$ cat config.mk
export PLATFORM = sky130hd
export DESIGN_NAME = add_1p_accum
export DESIGN_NICKNAME = d
export VERILOG_FILES = /design/src/rtl/add_pkg.sv /design/src/rtl/add_accum_outreg.sv /design/src/rtl/add_1p_accum.sv
export SDC_FILE = /design/constraint.sdc
export NUM_CORES = 1
export LEC_CHECK = 0
export CAP_MARGIN = 40
export CORE_MARGIN = 10
export CORE_UTILIZATION = 45
export CTS_BUF_LIST = sky130_fd_sc_hd__clkbuf_4 sky130_fd_sc_hd__clkbuf_8
export CTS_CLUSTER_SIZE = 10
export DETAILED_ROUTE_END_ITERATION = 7
export GPL_TIMING_DRIVEN = 0
export PLACE_DENSITY = 0.82
export SLEW_MARGIN = 0
export SYNTH_ARGS = -nofsm -noshare
export SYNTH_HDL_FRONTEND = slang
export SYNTH_HIERARCHICAL = 1
export SYNTH_SLANG_ARGS = --single-unit
$ cat constraint.sdc
create_clock -name clk -period 4.3 [get_ports clk]
set_input_delay 0.645 -clock clk [delete_from_list [all_inputs] [get_ports clk]]
set_output_delay 0.645 -clock clk [all_outputs]
set_load 0.05 [all_outputs]
$ cat src/rtl/add_pkg.sv
// Shared constants and FSM state type for the add_1p downstream frame accumulator.
package add_pkg;

  localparam int ADD_W     = 15;
  localparam int ADD_ACC_W = 20;
  localparam int ADD_CNT_W = 5;

  typedef enum logic {
    IDLE,
    ACC
  } state_t;

endpackage

$ cat src/rtl/add_accum_outreg.sv
// Valid/ready holding register for a finished frame: load, hold until taken, clear on handshake.
module add_accum_outreg #(
  parameter int ACC_W = 20,
  parameter int CNT_W = 5
) (
  input  logic               clk,
  input  logic               rst,
  input  logic               load,
  input  logic [ACC_W-1:0]   d_sum,
  input  logic [CNT_W:0]     d_count,
  input  logic               d_ovf,
  input  logic               out_ready,
  output logic               out_valid,
  output logic [ACC_W-1:0]   out_sum,
  output logic [CNT_W:0]     out_count,
  output logic               out_ovf
);

  // A load in the handshake cycle replaces the taken result and keeps out_valid high.
  always_ff @(posedge clk) begin
    if (rst) begin
      out_valid <= 1'b0;
      out_sum   <= '0;
      out_count <= '0;
      out_ovf   <= 1'b0;
    end else if (load) begin
      out_valid <= 1'b1;
      out_sum   <= d_sum;
      out_count <= d_count;
      out_ovf   <= d_ovf;
    end else if (out_valid && out_ready) begin
      out_valid <= 1'b0;
    end
  end

endmodule

$ cat src/rtl/add_1p_accum.sv
// Frame accumulator for add_1p sums with programmable frame length, flush and valid/ready output.
// Define ACC_SAT_EN to saturate the accumulator at all-ones on overflow instead of wrapping.
module add_1p_accum
  import add_pkg::*;
#(
  parameter int W     = ADD_W,
  parameter int ACC_W = ADD_ACC_W,
  parameter int CNT_W = ADD_CNT_W
) (
  input  logic               clk,
  input  logic               rst,
  input  logic               in_valid,
  output logic               in_ready,
  input  logic [W-1:0]       in_data,
  input  logic [CNT_W-1:0]   frame_len,
  input  logic               flush,
  output logic               out_valid,
  input  logic               out_ready,
  output logic [ACC_W-1:0]   out_sum,
  output logic [CNT_W:0]     out_count,
  output logic               out_ovf
);

  localparam logic [CNT_W:0] FULL_LEN = {1'b1, {CNT_W{1'b0}}};
  localparam logic [CNT_W:0] ONE_CNT  = {{CNT_W{1'b0}}, 1'b1};

  state_t           state_q;
  logic [ACC_W-1:0] acc_q;
  logic [CNT_W:0]   cnt_q;
  logic [CNT_W:0]   len_q;
  logic             ovf_q;

  logic             is_idle;
  logic             blocked;
  logic             would_last;
  logic             closing;
  logic             accept;
  logic             do_close;
  logic [CNT_W:0]   len_eff;
  logic [CNT_W:0]   cur_len;
  logic [CNT_W:0]   base_cnt;
  logic [CNT_W:0]   cnt_nx;
  logic [ACC_W-1:0] base_acc;
  logic [ACC_W:0]   sum;
  logic [ACC_W-1:0] acc_nx;
  logic             ovf_nx;

  always_comb begin
    is_idle    = (state_q == IDLE);
    blocked    = out_valid && !out_ready;
    len_eff    = (frame_len == '0) ? FULL_LEN : {1'b0, frame_len};
    // In IDLE the incoming sample opens the frame, so the live frame_len decides its length.
    cur_len    = is_idle ? len_eff : len_q;
    base_cnt   = is_idle ? '0 : cnt_q;
    base_acc   = is_idle ? '0 : acc_q;
    would_last = ((base_cnt + ONE_CNT) == cur_len);
    closing    = would_last || flush;
    in_ready   = !(blocked && closing);
    accept     = in_valid && in_ready;

    sum    = {1'b0, base_acc} + (accept ? (ACC_W+1)'(in_data) : '0);
    ovf_nx = (ovf_q && !is_idle) || sum[ACC_W];
`ifdef ACC_SAT_EN
    acc_nx = ovf_nx ? '1 : sum[ACC_W-1:0];
`else
    acc_nx = sum[ACC_W-1:0];
`endif
    cnt_nx = base_cnt + (accept ? ONE_CNT : '0);

    // A flush without a sample closes only an open frame, and only once the output slot is free.
    do_close = (accept && closing) || (!is_idle && flush && !accept && !blocked);
  end

  always_ff @(posedge clk) begin
    if (rst) begin
      state_q <= IDLE;
      acc_q   <= '0;
      cnt_q   <= '0;
      len_q   <= '0;
      ovf_q   <= 1'b0;
    end else if (do_close) begin
      state_q <= IDLE;
      acc_q   <= '0;
      cnt_q   <= '0;
      ovf_q   <= 1'b0;
    end else if (accept) begin
      state_q <= ACC;
      acc_q   <= acc_nx;
      cnt_q   <= cnt_nx;
      ovf_q   <= ovf_nx;
      if (is_idle) len_q <= len_eff;
    end
  end

  add_accum_outreg #(
    .ACC_W (ACC_W),
    .CNT_W (CNT_W)
  ) u_outreg (
    .clk       (clk),
    .rst       (rst),
    .load      (do_close),
    .d_sum     (acc_nx),
    .d_count   (cnt_nx),
    .d_ovf     (ovf_nx),
    .out_ready (out_ready),
    .out_valid (out_valid),
    .out_sum   (out_sum),
    .out_count (out_count),
    .out_ovf   (out_ovf)
  );

endmodule

# [After elaboration in Yosys (flattened, before gate mapping)]
# Cells that the tools add are included.
[word_totals] inputBits=25 elab_cells=42 register_bits=62 out_inout_bits=29
[classes] n_reduce_logical=20 bitwise_logic=1 mux=8 n_addsub=3 eq_ne=1
[ops] op="20-bit by 15-bit adder with 21-bit output" n=1
[ops] op="20-bit 2-to-1 mux" n=1
[ops] op="6-bit 2-to-1 mux" n=3
[ops] op="15-bit 2-to-1 mux" n=1
[ops] op="1-bit logical AND" n=9
[ops] op="6-bit by 1-bit adder with 6-bit output" n=1
[ops] op="6-bit by 1-bit adder with 6-bit output, second input constant" n=1
[ops] op="6-bit equality test" n=1
[ops] op="5-bit zero test" n=1
[ops] op="1-bit zero test" n=4
[ops] op="1-bit logical OR" n=3
[ops] op="1-bit 2-to-1 mux" n=3
[ops] op="2-bit AND reduction" n=1
[ops] op="2-bit nonzero test" n=1
[ops] op="2-bit OR reduction" n=1
[ops] op="1-bit NOT" n=1

# [Logic depth before layout (Yosys ltp)]
# Gate-level depths: netlist of the first run.
[depth] depth_word=14 mapped_depth=25 ltp_nobuf=20

# [Modules after synthesis]
# Netlist of the first run, hierarchy kept.
[modules_own_cells] module="add_1p_accum" cells_per_inst=338 n_inst=1 area_per_inst_um2=2742.6 seq_area_each_um2=680.7
[modules_own_cells] module="add_accum_outreg" cells_per_inst=91 n_inst=1 area_per_inst_um2=1013.5 seq_area_each_um2=560.5

# [Worst setup path before layout of the first run]
# No wires, ideal clock.
[synth_path] path_kind="flip-flop to flip-flop" from="register state_q" to="register u_outreg.out_sum[19]" path_stages_with_launch=24 period_less_slack_ns=4.642 t_required_ns=4.183 n_path_buf=6 arrival_time_ns=4.526 slack_ns=-0.342 setup_time_ns=0.117 path_cell_list="dfxtp_1 -> buf_2 -> clkbuf_1 -> clkbuf_1 -> and2_1 -> ha_1 -> xor2_1 -> o41ai_2 -> nand2_1 -> o311a_1 -> buf_2 -> buf_2 -> and2_1 -> ha_1 -> clkbuf_1 -> and3_1 -> nand4_1 -> a21oi_1 -> o2111ai_1 -> a211oi_1 -> xnor2_1 -> nor2_1 -> mux2i_1 -> nor2_1"
[synth_via] word_cells_on_any_way=17 cone_classes="add/sub (2); eq/ne (1); mux (4); reduce/logical (10)"
[synth_rtl] item="start, declared" line="add_1p_accum.sv:27" source="state_t state_q;"
[synth_rtl] item="start signal, assigned" line="add_1p_accum.sv:76" source="state_q <= IDLE;"
[synth_rtl] item="start signal, assigned" line="add_1p_accum.sv:82" source="state_q <= IDLE;"
[synth_rtl] item="start signal, assigned" line="add_1p_accum.sv:87" source="state_q <= ACC;"
[synth_rtl] item="6-bit 2-to-1 mux" line="add_1p_accum.sv:54" source="base_cnt = is_idle ? '0 : cnt_q;"
[synth_rtl] item="6-bit by 1-bit adder with 6-bit output" line="add_1p_accum.sv:56" source="would_last = ((base_cnt + ONE_CNT) == cur_len);"
[synth_rtl] item="6-bit equality test" line="add_1p_accum.sv:56"
[synth_rtl] item="1-bit logical OR" line="add_1p_accum.sv:57" source="closing = would_last || flush;"
[synth_rtl] item="1-bit logical AND" line="add_1p_accum.sv:58" source="in_ready = !(blocked && closing);"
[synth_rtl] item="1-bit zero test" line="add_1p_accum.sv:58"
[synth_rtl] item="1-bit logical AND" line="add_1p_accum.sv:59" source="accept = in_valid && in_ready;"
[synth_rtl] item="15-bit 2-to-1 mux" line="add_1p_accum.sv:61" source="sum = {1'b0, base_acc} + (accept ? (ACC_W+1)'(in_data) : '0);"
[synth_rtl] item="20-bit by 15-bit adder with 21-bit output *" line="add_1p_accum.sv:61"
[synth_rtl] item="via sum[19]" line="add_1p_accum.sv:44" source="logic [ACC_W:0] sum;"
[synth_rtl] item="end signal, assigned" line="add_accum_outreg.sv:28" source="out_sum <= d_sum;"
[synth_rtl] item="end, declared" line="add_accum_outreg.sv:14" source="output logic [ACC_W-1:0] out_sum,"
# Mark *: on every way through the listed nets, which the timed path passes. The rest lies on a longest branch.
# A chain may end at the register's enable or synchronous reset.

# [Worst setup path in the final report of the first run]
[layout_path] from="input port frame_len[1]" to="register u_outreg.out_sum[18]"
[layout_via] word_cells_on_any_way=15 cone_classes="add/sub (1); eq/ne (1); mux (3); reduce/logical (10)"
[layout_rtl] item="start, declared" line="add_1p_accum.sv:15" source="input logic [CNT_W-1:0] frame_len,"
[layout_rtl] item="5-bit zero test" line="add_1p_accum.sv:51" source="len_eff = (frame_len == '0) ? FULL_LEN : {1'b0, frame_len};"
[layout_rtl] item="6-bit 2-to-1 mux *" line="add_1p_accum.sv:51"
[layout_rtl] item="6-bit 2-to-1 mux *"
[layout_rtl] item="6-bit equality test *" line="add_1p_accum.sv:56"
[layout_rtl] item="1-bit logical OR *" line="add_1p_accum.sv:57"
[layout_rtl] item="1-bit logical AND *" line="add_1p_accum.sv:58"
[layout_rtl] item="1-bit zero test *" line="add_1p_accum.sv:58"
[layout_rtl] item="1-bit logical AND *" line="add_1p_accum.sv:59"
[layout_rtl] item="15-bit 2-to-1 mux *" line="add_1p_accum.sv:61"
[layout_rtl] item="20-bit by 15-bit adder with 21-bit output *" line="add_1p_accum.sv:61"
[layout_rtl] item="via sum[18]" line="add_1p_accum.sv:44"
# Marked as above.

==> impl_results.md, run 1 <==
* Setup crit start kind: input pin
* Final setup fails at 0
* Power Dens Cells at 285.0 nW/um^2
* Power Total at 1.462 mW
* Clock Tree Buf Depth at 2
* Die Span X at 111.4 um
* Critical path origin: frame_len[1]
* DR vias at 3397
* Core Region at 8175 sq um
* Crit Path Class: input pin to flop
* FF-to-FF Start: cnt_q[0]
* Relative slew slack at 0.6475
* Final Hold Slack at 0.4749 ns
* Non-Filler Instances at 626
* Cells on worst reg2reg path at 20
* Die Area at 12400 sq um
* Primary FF master, synth: dfxtp_1
* Static leakage at 2.043 nW
* Most frequent cells in the layout: nor2_1 (72), dfxtp_1 (61), mux2i_1 (51)
* Mapped Area at 3756 sq um
* Net switching fraction of the power at 0.2657
* Sw power at 0.3884 mW
* Number of I/O port buffers at 52
* Register area share after synthesis at 0.3304
* Final min period at 4.204 ns
* Final period utilization at 0.9776
* Status: completed
* Cell area after layout at 5127 sq um
* Worst-path clk slew at 0.07 ns
* Final Max Tran Viols at 0
* CP Max Fanout at 7
* GR Overflow Total at 0
* DIE HEIGHT at 111.4 um
* Asr flop ratio synth at 0
* Worst clock skew at 0.008405 ns
* Placed cell areas at 4444 sq um
* Commonest non-fill, non-tap cell in the layout: nor2_1
* Initial antenna violation count at 1
* Antenna-violating nets left at 0
* Post-Route WL at 10.32 mm
* Worst slew pin tran at 0.5288 ns
* H-tree Lvls at 3
* Num CTS Buffers at 9
* Worst hold path type: flop to flop
* Initial DRC Count at 166
* Worst setup EP type: flop
* Hold Fails Final Rpt at 0
* Post-synth EDFFs at 0
* Final core utilization at 0.6272
* Total of max-cap violations at 0
* Hold path start: acc_q[11]
* Starting Density at 0.4594
* Gr usage total at 0.1564
* Distinct cells, synth at 51
* Number of global-route vias before repair at 3401
* # rows at 33
* Placed insts at 586
* Clock network power share at 0.397
* DR DRC count at 0
* Comb pwr share at 0.191
* Clock sinks at 62
* Worst Hold Path EP: acc_q[11]
* Area growth, synth to finish at 36.51%
* Wirelength per Cell at 16.49 um
* Root Buffer: clkbuf_8
* Post-DP HPWL at 6.769 mm
* Required time worst endpoint at 4.53 ns
* Reg2Reg Capture Point: u_outreg/out_sum[18]
* Fmax at 0.2379 GHz
* Placer Congestion at 0.8593
* Cells after synthesis at 429
* DP Worst Slack at -0.6787 ns
* Yosys warning count at 6
* First-pass GRT wire length at 16.44 mm
* Reg-to-reg slack, setup at 0.1 ns
* P_int at 1.073 mW
* I/O Pins at 54
* Maximum VDD drop at 0.1891 mV
* Hold Crit Depth at 2
* Nets at 559
* Syn_area_per_cell at 8.755 sq um
* Syn_nets at 473
* Setup_tns at 0 ns
* Share of layout cells above drive strength 1 at 0.2000
* Flop pwr share at 0.412
* DR pass1 iterations at 4
* CP Data Arrival Time at 4.43 ns
* CTS tree: done
* Fin worst setup slack at 0.09634 ns
* Largest net degree at the start of global routing at 11
* Clk_lat worst skew at 0.34 ns
* FF+latch count, synth at 62
* Via/cell ratio at 5.427
==> how the worst max path moves through the flow <==
| stage | slack (ns) | end |
|---|---|---|
| 3_5_place_dp | -0.68 | u_outreg/out_sum[18] |
| 3_3_place_gp | -0.61 | u_outreg/out_sum[18] |
| 6_report | 0.1 | u_outreg/out_sum[18] |
| 4_1_cts | -0.007 | u_outreg/out_sum[18] |
| 2_1_floorplan | -0.005 | u_outreg/out_sum[19] |
| 5_1_grt | -0.05 | u_outreg/out_sum[18] |
==> layout make-up <==
type / instances / area, sq um
Buffer: 21 / 186.4
Clock inverter: 4 / 70.07
Sequential cell: 62 / 1245
Multi-Input combinational cell: 332 / 2564
Inverter: 10 / 37.54
Clock buffer: 12 / 152.6
Timing Repair Buffer: 79 / 738.2
Fill cell: 640 / 3048
Tap cell: 105 / 131.4
Antenna cell: 1 / 2.502
==> power groups by stage <==
| stage | sequential, mW | combinational [mW] | clock, mW |
|---|---|---|---|
| floorplan | 0.637 | 0.143 | 0 |
| global placement | 0.613 | 0.237 | 0 |
| detailed placement | 0.613 | 0.242 | 0 |
| CTS | 0.601 | 0.274 | 0.590 |
| global route | 0.605 | 0.298 | 0.618 |
| finish | 0.602 | 0.279 | 0.580 |
==> routing by layer <==
metal  GRT usage  wire, um  vias up
met1      0.1778      4342     1602
met4     0.05656       259        0
met2      0.2669      5086      115
met3     0.05207       631       25
li1            -         -     1655
met5           0         0        -
==> flip-flops by register name, summed over array words and instances, names as in the netlist <==
signal	flops
u_outreg/out_sum	20
cnt_q	6
u_outreg/out_count	6
state_q	1
ovf_q	1
u_outreg/out_valid	1
u_outreg/out_ovf	1
len_q	6
acc_q	20
==> Yosys cell counts (2+ instances only) <==
master / n / area, sq um
buf_2: 9 / 45.04
nand4_1: 4 / 25.02
nand4b_1: 2 / 17.52
nand3b_1: 7 / 52.55
o21ai_0: 14 / 70.07
a21oi_1: 16 / 80.08
nor4_1: 2 / 12.51
xnor2_1: 19 / 166.4
o31a_1: 3 / 26.28
nand2_1: 17 / 63.81
buf_1: 2 / 7.510
nor2b_1: 5 / 31.28
buf_6: 2 / 22.52
buf_12: 2 / 40.04
dfxtp_1: 62 / 1241
o21a_1: 4 / 30.03
clkbuf_1: 6 / 22.52
inv_1: 10 / 37.54
ha_1: 18 / 225.2
buf_4: 4 / 30.03
nor3b_1: 3 / 22.52
xor2_1: 9 / 78.83
nand3_1: 8 / 40.04
a21o_1: 4 / 30.03
nor2_1: 72 / 270.3
nor3_1: 3 / 15.01
a211oi_1: 5 / 37.54
nand2b_1: 7 / 43.79
mux2i_1: 51 / 510.5
and2_1: 32 / 200.2
a31oi_1: 7 / 43.79
==> logic make-up (layout without fill, tap and decap cells) <==
group,Yosys count,count (layout),synth area share
and+or+nand+nor,165,165,0.2165
AOI/OAI and AO/OA,68,68,0.1276
DFF,62,62,0.3304
muxes,51,51,0.1359
buffers and inverters,35,126,0.05463
xor gates and xnor gates,29,29,0.06962
adders and majority gates,19,19,0.06529
other,0,1,0
==> worst max-delay path, stage by stage <==
cell and delay (ns):
clkdlybuf4s50_1 0.58, nor4_2 0.07, a22oi_1 0.21, xor2_1 0.17, nand2_1 0.11, o311a_1 0.38, buf_6 0.14, buf_8 0.13
buf_6 0.13, and2_4 0.16, ha_4 0.29, nor2_1 0.07, o21ai_2 0.19, o2111a_2 0.28, o21ai_4 0.08, a211oi_4 0.35
xnor2_1 0.18, nor2_1 0.06, mux2i_1 0.14, nor2_1 0.05
==> timing repair <==
item	CTS	global route
hold endpoints to repair	0	0
buffers inserted	18	9
pin swaps	20	24
setup endpoints to repair	32	18
gates resized for setup	38	30
hold buffers	0	0
Note: power is estimated with default switching activity, not from simulation.
==> inputs of run 2 (changes only) <==
--- a/config.mk
+++ b/config.mk
@@ -7,12 +7,12 @@
 export LEC_CHECK = 0
 export CAP_MARGIN = 40
 export CORE_MARGIN = 10
-export CORE_UTILIZATION = 45
+export CORE_UTILIZATION = 47
 export CTS_BUF_LIST = sky130_fd_sc_hd__clkbuf_4 sky130_fd_sc_hd__clkbuf_8
 export CTS_CLUSTER_SIZE = 10
 export DETAILED_ROUTE_END_ITERATION = 7
 export GPL_TIMING_DRIVEN = 0
-export PLACE_DENSITY = 0.82
+export PLACE_DENSITY = 0.84
 export SLEW_MARGIN = 0
 export SYNTH_ARGS = -nofsm -noshare
 export SYNTH_HDL_FRONTEND = slang
==> impl_results.md, run 2 (synthesis gave the netlist of run 1 again) <==
* Final min period at 4.294 ns
* Final setup fails at 0
* Number of I/O port buffers at 52
* Static leakage at 2.046 nW
* Critical path origin: frame_len[0]
* Worst clock skew at 0.006847 ns
* Share of layout cells above drive strength 1 at 0.2126
* # rows at 32
* Starting Density at 0.4836
* Die Span X at 109.4 um
* CP Max Fanout at 7
* Worst setup EP type: flop
* Maximum VDD drop at 0.2560 mV
* Worst slew pin tran at 0.6003 ns
* Clk_lat worst skew at 0.35 ns
* Wirelength per Cell at 17.78 um
* DIE HEIGHT at 109.4 um
* GR Overflow Total at 0
* DR DRC count at 0
* Commonest non-fill, non-tap cell in the layout: nor2_1
* Reg2Reg Capture Point: acc_q[10]
* Status: completed
* Crit Path Class: input pin to flop
* Power Total at 1.459 mW
* Area of the multi-input gates at 2625 sq um
* Placer Congestion at 0.8693
* Clock sinks at 62
* DR vias at 3461
* Relative slew slack at 0.5998
* Final core utilization at 0.6728
* Number of global-route vias before repair at 3434
* CTS tree: done
* CP Data Arrival Time at 4.53 ns
* Ant. Diodes at 0
* DR pass1 iterations at 4
* H-tree Lvls at 3
* Nets at 561
* Initial DRC Count at 185
* Via/cell ratio at 5.546
* Root Buffer: clkbuf_8
* FF-to-FF Start: state_q
* First-pass GRT wire length at 16.76 mm
* Non-Filler Instances at 624
* Power Dens Cells at 279.2 nW/um^2
* Cell area after layout at 5226 sq um
* Placed cell areas at 4441 sq um
* Placed insts at 583
* Reg-to-reg slack, setup at 0.04 ns
* Gr usage total at 0.1747
* Post-Route WL at 11.09 mm
* Num CTS Buffers at 9
* Post-DP HPWL at 6.854 mm
* Top flop regs: acc_q (20), u_outreg/out_sum (20)
* Most frequent cells in the layout: nor2_1 (72), dfxtp_1 (61), clkdlybuf4s50_1 (52)
* Setup crit start kind: input pin
* Register Area at 1242 sq um
* Fill count at 565
* Final Max Tran Viols at 0
* Hold Crit Depth at 2
* Crit path capture: acc_q[10]
* Required time worst endpoint at 4.54 ns
* Antenna-violating nets left at 0
* Hold Fails Final Rpt at 0
* Worst-path clk slew at 0.07 ns
* Worst hold path type: flop to flop
* Final period utilization at 0.9986
* Initial antenna violation count at 0
* Area growth, synth to finish at 39.14%
* CTS Hold Bufs at 0
* Die Area at 11970 sq um
* Fmax at 0.2329 GHz
* Total of max-cap violations at 0
* Core Region at 7767 sq um
* Clock Tree Buf Depth at 2
* I/O Pins at 54
* Largest net degree at the start of global routing at 11
* Cells on worst reg2reg path at 22
-- run 2: changes by cell type in the layout (fill, tap and decap cells not counted), sizes merged --
cell,before,now
buf,47,45
bufbuf,0,1
bufinv,2,1
clkbuf,13,16
clkdlybuf4s50,49,52
diode,1,0
dlymetal6s2s,3,1
-- run 2: report_power, final --
group / switching, mW / total, mW / internal, mW
sequential: 0.0101 / 0.602 / 0.591
combinational: 0.157 / 0.297 / 0.140
clock: 0.231 / 0.560 / 0.329
total: 0.398 / 1.46 / 1.06
-- run 2: worst max-delay path, cell delays in order --
cell and delay, ns:
clkdlybuf4s50_1 0.47, nor4_2 0.34, a22oi_1 0.15, xor2_1 0.17, nand2_1 0.10, o311a_1 0.35
buf_6 0.15, buf_8 0.13, and2_4 0.16, ha_4 0.17, inv_2 0.05, fa_2 0.21
nor2b_2 0.05, o31a_1 0.27, buf_4 0.15, o21ai_0 0.37, o21ai_0 0.20, xor2_1 0.19
mux2i_1 0.15, nor2_1 0.06
-- run 2: worst min path at each step --
stage	to	slack, ns	start
detailed placement	acc_q[11]	0.47	acc_q[11]
global placement	acc_q[11]	0.46	acc_q[11]
global route	acc_q[11]	0.51	acc_q[11]
floorplan	acc_q[11]	0.44	acc_q[11]
CTS	acc_q[11]	0.48	acc_q[11]
finish	acc_q[11]	0.48	acc_q[11]
-- run 2: per-stage QoR --
stage	setup TNS (ns)	hold slack (ns)	worst slack, ns
2_1_floorplan	-0.007072	0.4441	-0.004620
3_3_place_gp	-9.361	0.4558	-0.6068
3_5_place_dp	-11.49	0.4663	-0.7225
4_1_cts	-0.003435	0.4765	-0.003435
5_1_grt	-0.7328	0.5146	-0.1215
6_report	0	0.4777	0.005991
-- run 2: repair_timing --
item | 4_1_cts | 5_1_grt
gates cloned | 1 | 0
setup buffers | 15 | 12
pin swaps | 18 | 26
resized for setup | 40 | 26
endpoints found under the setup margin | 32 | 17
-- run 2: routing by layer --
| metal | track usage | routed length (um) | part of all wire | vias up |
|---|---|---|---|---|
| met5 | 0 | 0 | 0 | - |
| met1 | 0.1872 | 4361 | 0.39 | 1663 |
| met4 | 0.06506 | 262 | 0.024 | 0 |
| li1 | - | - | - | 1665 |
| met2 | 0.3130 | 5786 | 0.52 | 109 |
| met3 | 0.05676 | 682 | 0.061 | 24 |
-- run 2: area by class of cell --
cell class,instances,area share
tap,102,0.02442
timing repair buffer,80,0.1463
clock inverter,3,0.007661
multi-input combinational,332,0.5023
sequential,62,0.2377
buffer,22,0.04022
inverter,10,0.007182
clock buffer,13,0.03424
==> inputs of run 3 (changes only) <==
--- a/config.mk
+++ b/config.mk
@@ -8,7 +8,6 @@
 export CAP_MARGIN = 40
 export CORE_MARGIN = 10
 export CORE_UTILIZATION = 47
-export CTS_BUF_LIST = sky130_fd_sc_hd__clkbuf_4 sky130_fd_sc_hd__clkbuf_8
 export CTS_CLUSTER_SIZE = 10
 export DETAILED_ROUTE_END_ITERATION = 7
 export GPL_TIMING_DRIVEN = 0
==> results of run 3 <==
No change in the layout: final DEF, timing and power equal those of run 2.
==> RTL edit: new RTL, settings of run 2 <==
Put a register stage on the output `out_count`, cleared by the reset. The value now appears one clock later. The other outputs are not delayed to match.
--- a/src/rtl/add_1p_accum.sv
+++ b/src/rtl/add_1p_accum.sv
@@ -24,4 +24,6 @@
   localparam logic [CNT_W:0] FULL_LEN = {1'b1, {CNT_W{1'b0}}};
   localparam logic [CNT_W:0] ONE_CNT  = {{CNT_W{1'b0}}, 1'b1};
+
+  logic [CNT_W:0] out_count_d;
 
   state_t           state_q;
@@ -106,8 +108,16 @@
     .out_valid (out_valid),
     .out_sum   (out_sum),
-    .out_count (out_count),
+    .out_count (out_count_d),
     .out_ovf   (out_ovf)
   );
 
+  always_ff @(posedge clk) begin
+    if (rst) begin
+      out_count <= '0;
+    end else begin
+      out_count <= out_count_d;
+    end
+  end
+
 endmodule
 
Formal check against the unedited RTL: not equivalent (Yosys sat finds a counterexample within 4 cycles, from zero or initial values and one cycle with rst high).
==> RTL edit against run 2 <==
Sequential cell count increased by 6. Total power increased by 18%. Synthesized cell count increased by 2.6%. Design area increased by 0.17%. Via count increased by 0.64%. Setup slack improved by 0.12 ns. Area after synthesis increased by 1.9%. Core utilization decreased by 0.23 points. Wire length decreased by 0.64%.
==> RTL edit: results (changes against run 2) <==
cts:
  insertion_delay_ns: 0.35  # about the same
  clockBufferDepth: 2  # unchanged
  clk_pin_slew_worst_paths_ns: 0.08
  numCtsBuffers: 9  # unchanged
  cts.htree.levels: 3  # unchanged
  clockRootBuffer: "clkbuf_8"  # unchanged
detailed_routing:
  routed_via_density: 5.51  # was 5.55
  drt_pass1_iterations: 4  # unchanged
  final_antenna_net_count: 0  # unchanged
  wl_um: 11000  # was 11,100 um
  drtIter0Drc: 119  # was 185
global_routing:
  grt_pass1_wl_um: 17000  # was 16,800 um
  grt_max_degree: 13  # was 11
  grt_antenna_before_repair: 0  # unchanged
  grt.total_usage: 0.175  # about the same
  grt_pass1_vias: 3499  # was 3,434
setup_path:
  cp_top_family: "simple AND/OR/NAND/NOR gates"  # was compound AO/OA/AOI/OAI gates
  path_max_fanout: 4  # was 7
  slowest_delay_ns: 0.50  # was 0.47 ns
  slowest_stage: "or4_1"  # was clkdlybuf4s50_1
  crit_arrival_ns: 4.43  # was 4.53 ns
synthesis:
  synth.avg_cell_area_um2: 8.70  # was 8.76 um^2
  synthTopCellsByArea: "dfxtp_1 36%, mux2i_1 13%, nor2_1 6.9%"  # was dfxtp_1 33%, mux2i_1 14%, nor2_1 7.2%
  ys_warn_count: 6  # unchanged
  ys_top_cells_by_count: "70 x nor2_1, 68 x dfxtp_1, 50 x mux2i_1, 32 x and2_1, 23 x nand2_1"  # was 72 x nor2_1, 62 x dfxtp_1, 51 x mux2i_1, 32 x and2_1, 19 x xnor2_1
  synth_fp_nets: 484  # was 473
  async_reset_ff_frac: 0  # unchanged
  yosysUniqueCellTypes: 47  # was 51
  yosysSeqAreaShare: 0.356  # was 0.330
placement:
  dpl_worst_slack_ns: -0.860  # was -0.722 ns
  post_dp_cell_area_um2: 4500  # was 4440 um^2
  place_inst: 595  # was 583
  gp_congestion: 0.908  # was 0.869
  numPortBuffers: 53  # was 52
  post-dp-hpwl_um: 6970  # was 6850 um
cells_and_area:
  reg.largest.list: "acc_q: 20 flops, u_outreg/out_sum: 20 flops"  # unchanged
  drive_above_1_share: 0.192  # was 0.213
  diodes: 0  # unchanged
  nFillCells: 605  # was 565
  multiInputGateArea_um2: 2520  # was 2630 um^2
  stdcell_count: 632  # was 624
  final_nets: 570  # was 561
outcome:
  status: "completed"  # unchanged
worst_hold_path:
  holdCritPathClass: "flop to flop"  # unchanged
timing:
  skew_ns: 0.00879  # was 0.00685 ns
  slew_headroom: 0.574  # was 0.600
pwr:
  total_leakage_power_nw: 2.08  # was 2.05 nW
  max-vdd-ir-drop_mv: 0.187  # was 0.256 mV
[RTL edit: cell count changes after synthesis, moves of 4 or more]
cell,delta
nand3b_1,-7
or3_1,+7
a21oi_1,+6
dfxtp_1,+6
nand2_1,+6
nor2b_1,+4
nor3_1,+4
[RTL edit: layout make-up]
type	count	share of cell area
multi-input combinational	341	0.482
inverter	10	0.00860
buffer	19	0.0344
sequential	68	0.261
timing repair buffer	77	0.140
clock inverter	6	0.0263
clock buffer	9	0.0237
tap	102	0.0244
[RTL edit: what timing repair did]
action                                  4_1_cts  5_1_grt
resized for setup                            46       20
buffers inserted                             19        5
cloned                                        0        0
pin swaps                                    22       21
endpoints found under the setup margin       34       26
[RTL edit: worst paths after layout]
check                    endpoint          from  slack [ns]  cells after the start
max          u_outreg/out_sum[18]  frame_len[3]        0.12                     22
min                      acc_q[9]      acc_q[9]        0.45                      2
max reg2reg  u_outreg/out_sum[13]       state_q        0.18                     24
min reg2reg              acc_q[9]      acc_q[9]        0.45                      2
[RTL edit: cells by family after synthesis]
kind of cell,Yosys count,share of synthesized area
AOI/OAI and AO/OA,65,0.105
xor gates and xnor gates,29,0.0664
adders and majority gates,19,0.0641
buffers and inverters,31,0.0500
DFF,68,0.356
muxes,50,0.131
and+or+nand+nor,178,0.229
[RTL edit: layer usage]
layer	track usage	wire [um]	up-vias
met5	0	0	-
met4	0.0615	244	0
met3	0.0453	648	27
met2	0.311	5710	107
met1	0.198	4410	1659
li1	-	-	1690
[RTL edit: where the power goes]
group / internal (mW) / total, mW / switching, mW / leakage, nW
registers: 0.654 / 0.670 / 0.0157 / 0.553
clock network: 0.443 / 0.700 / 0.257 / 0.129
logic: 0.160 / 0.352 / 0.192 / 1.40
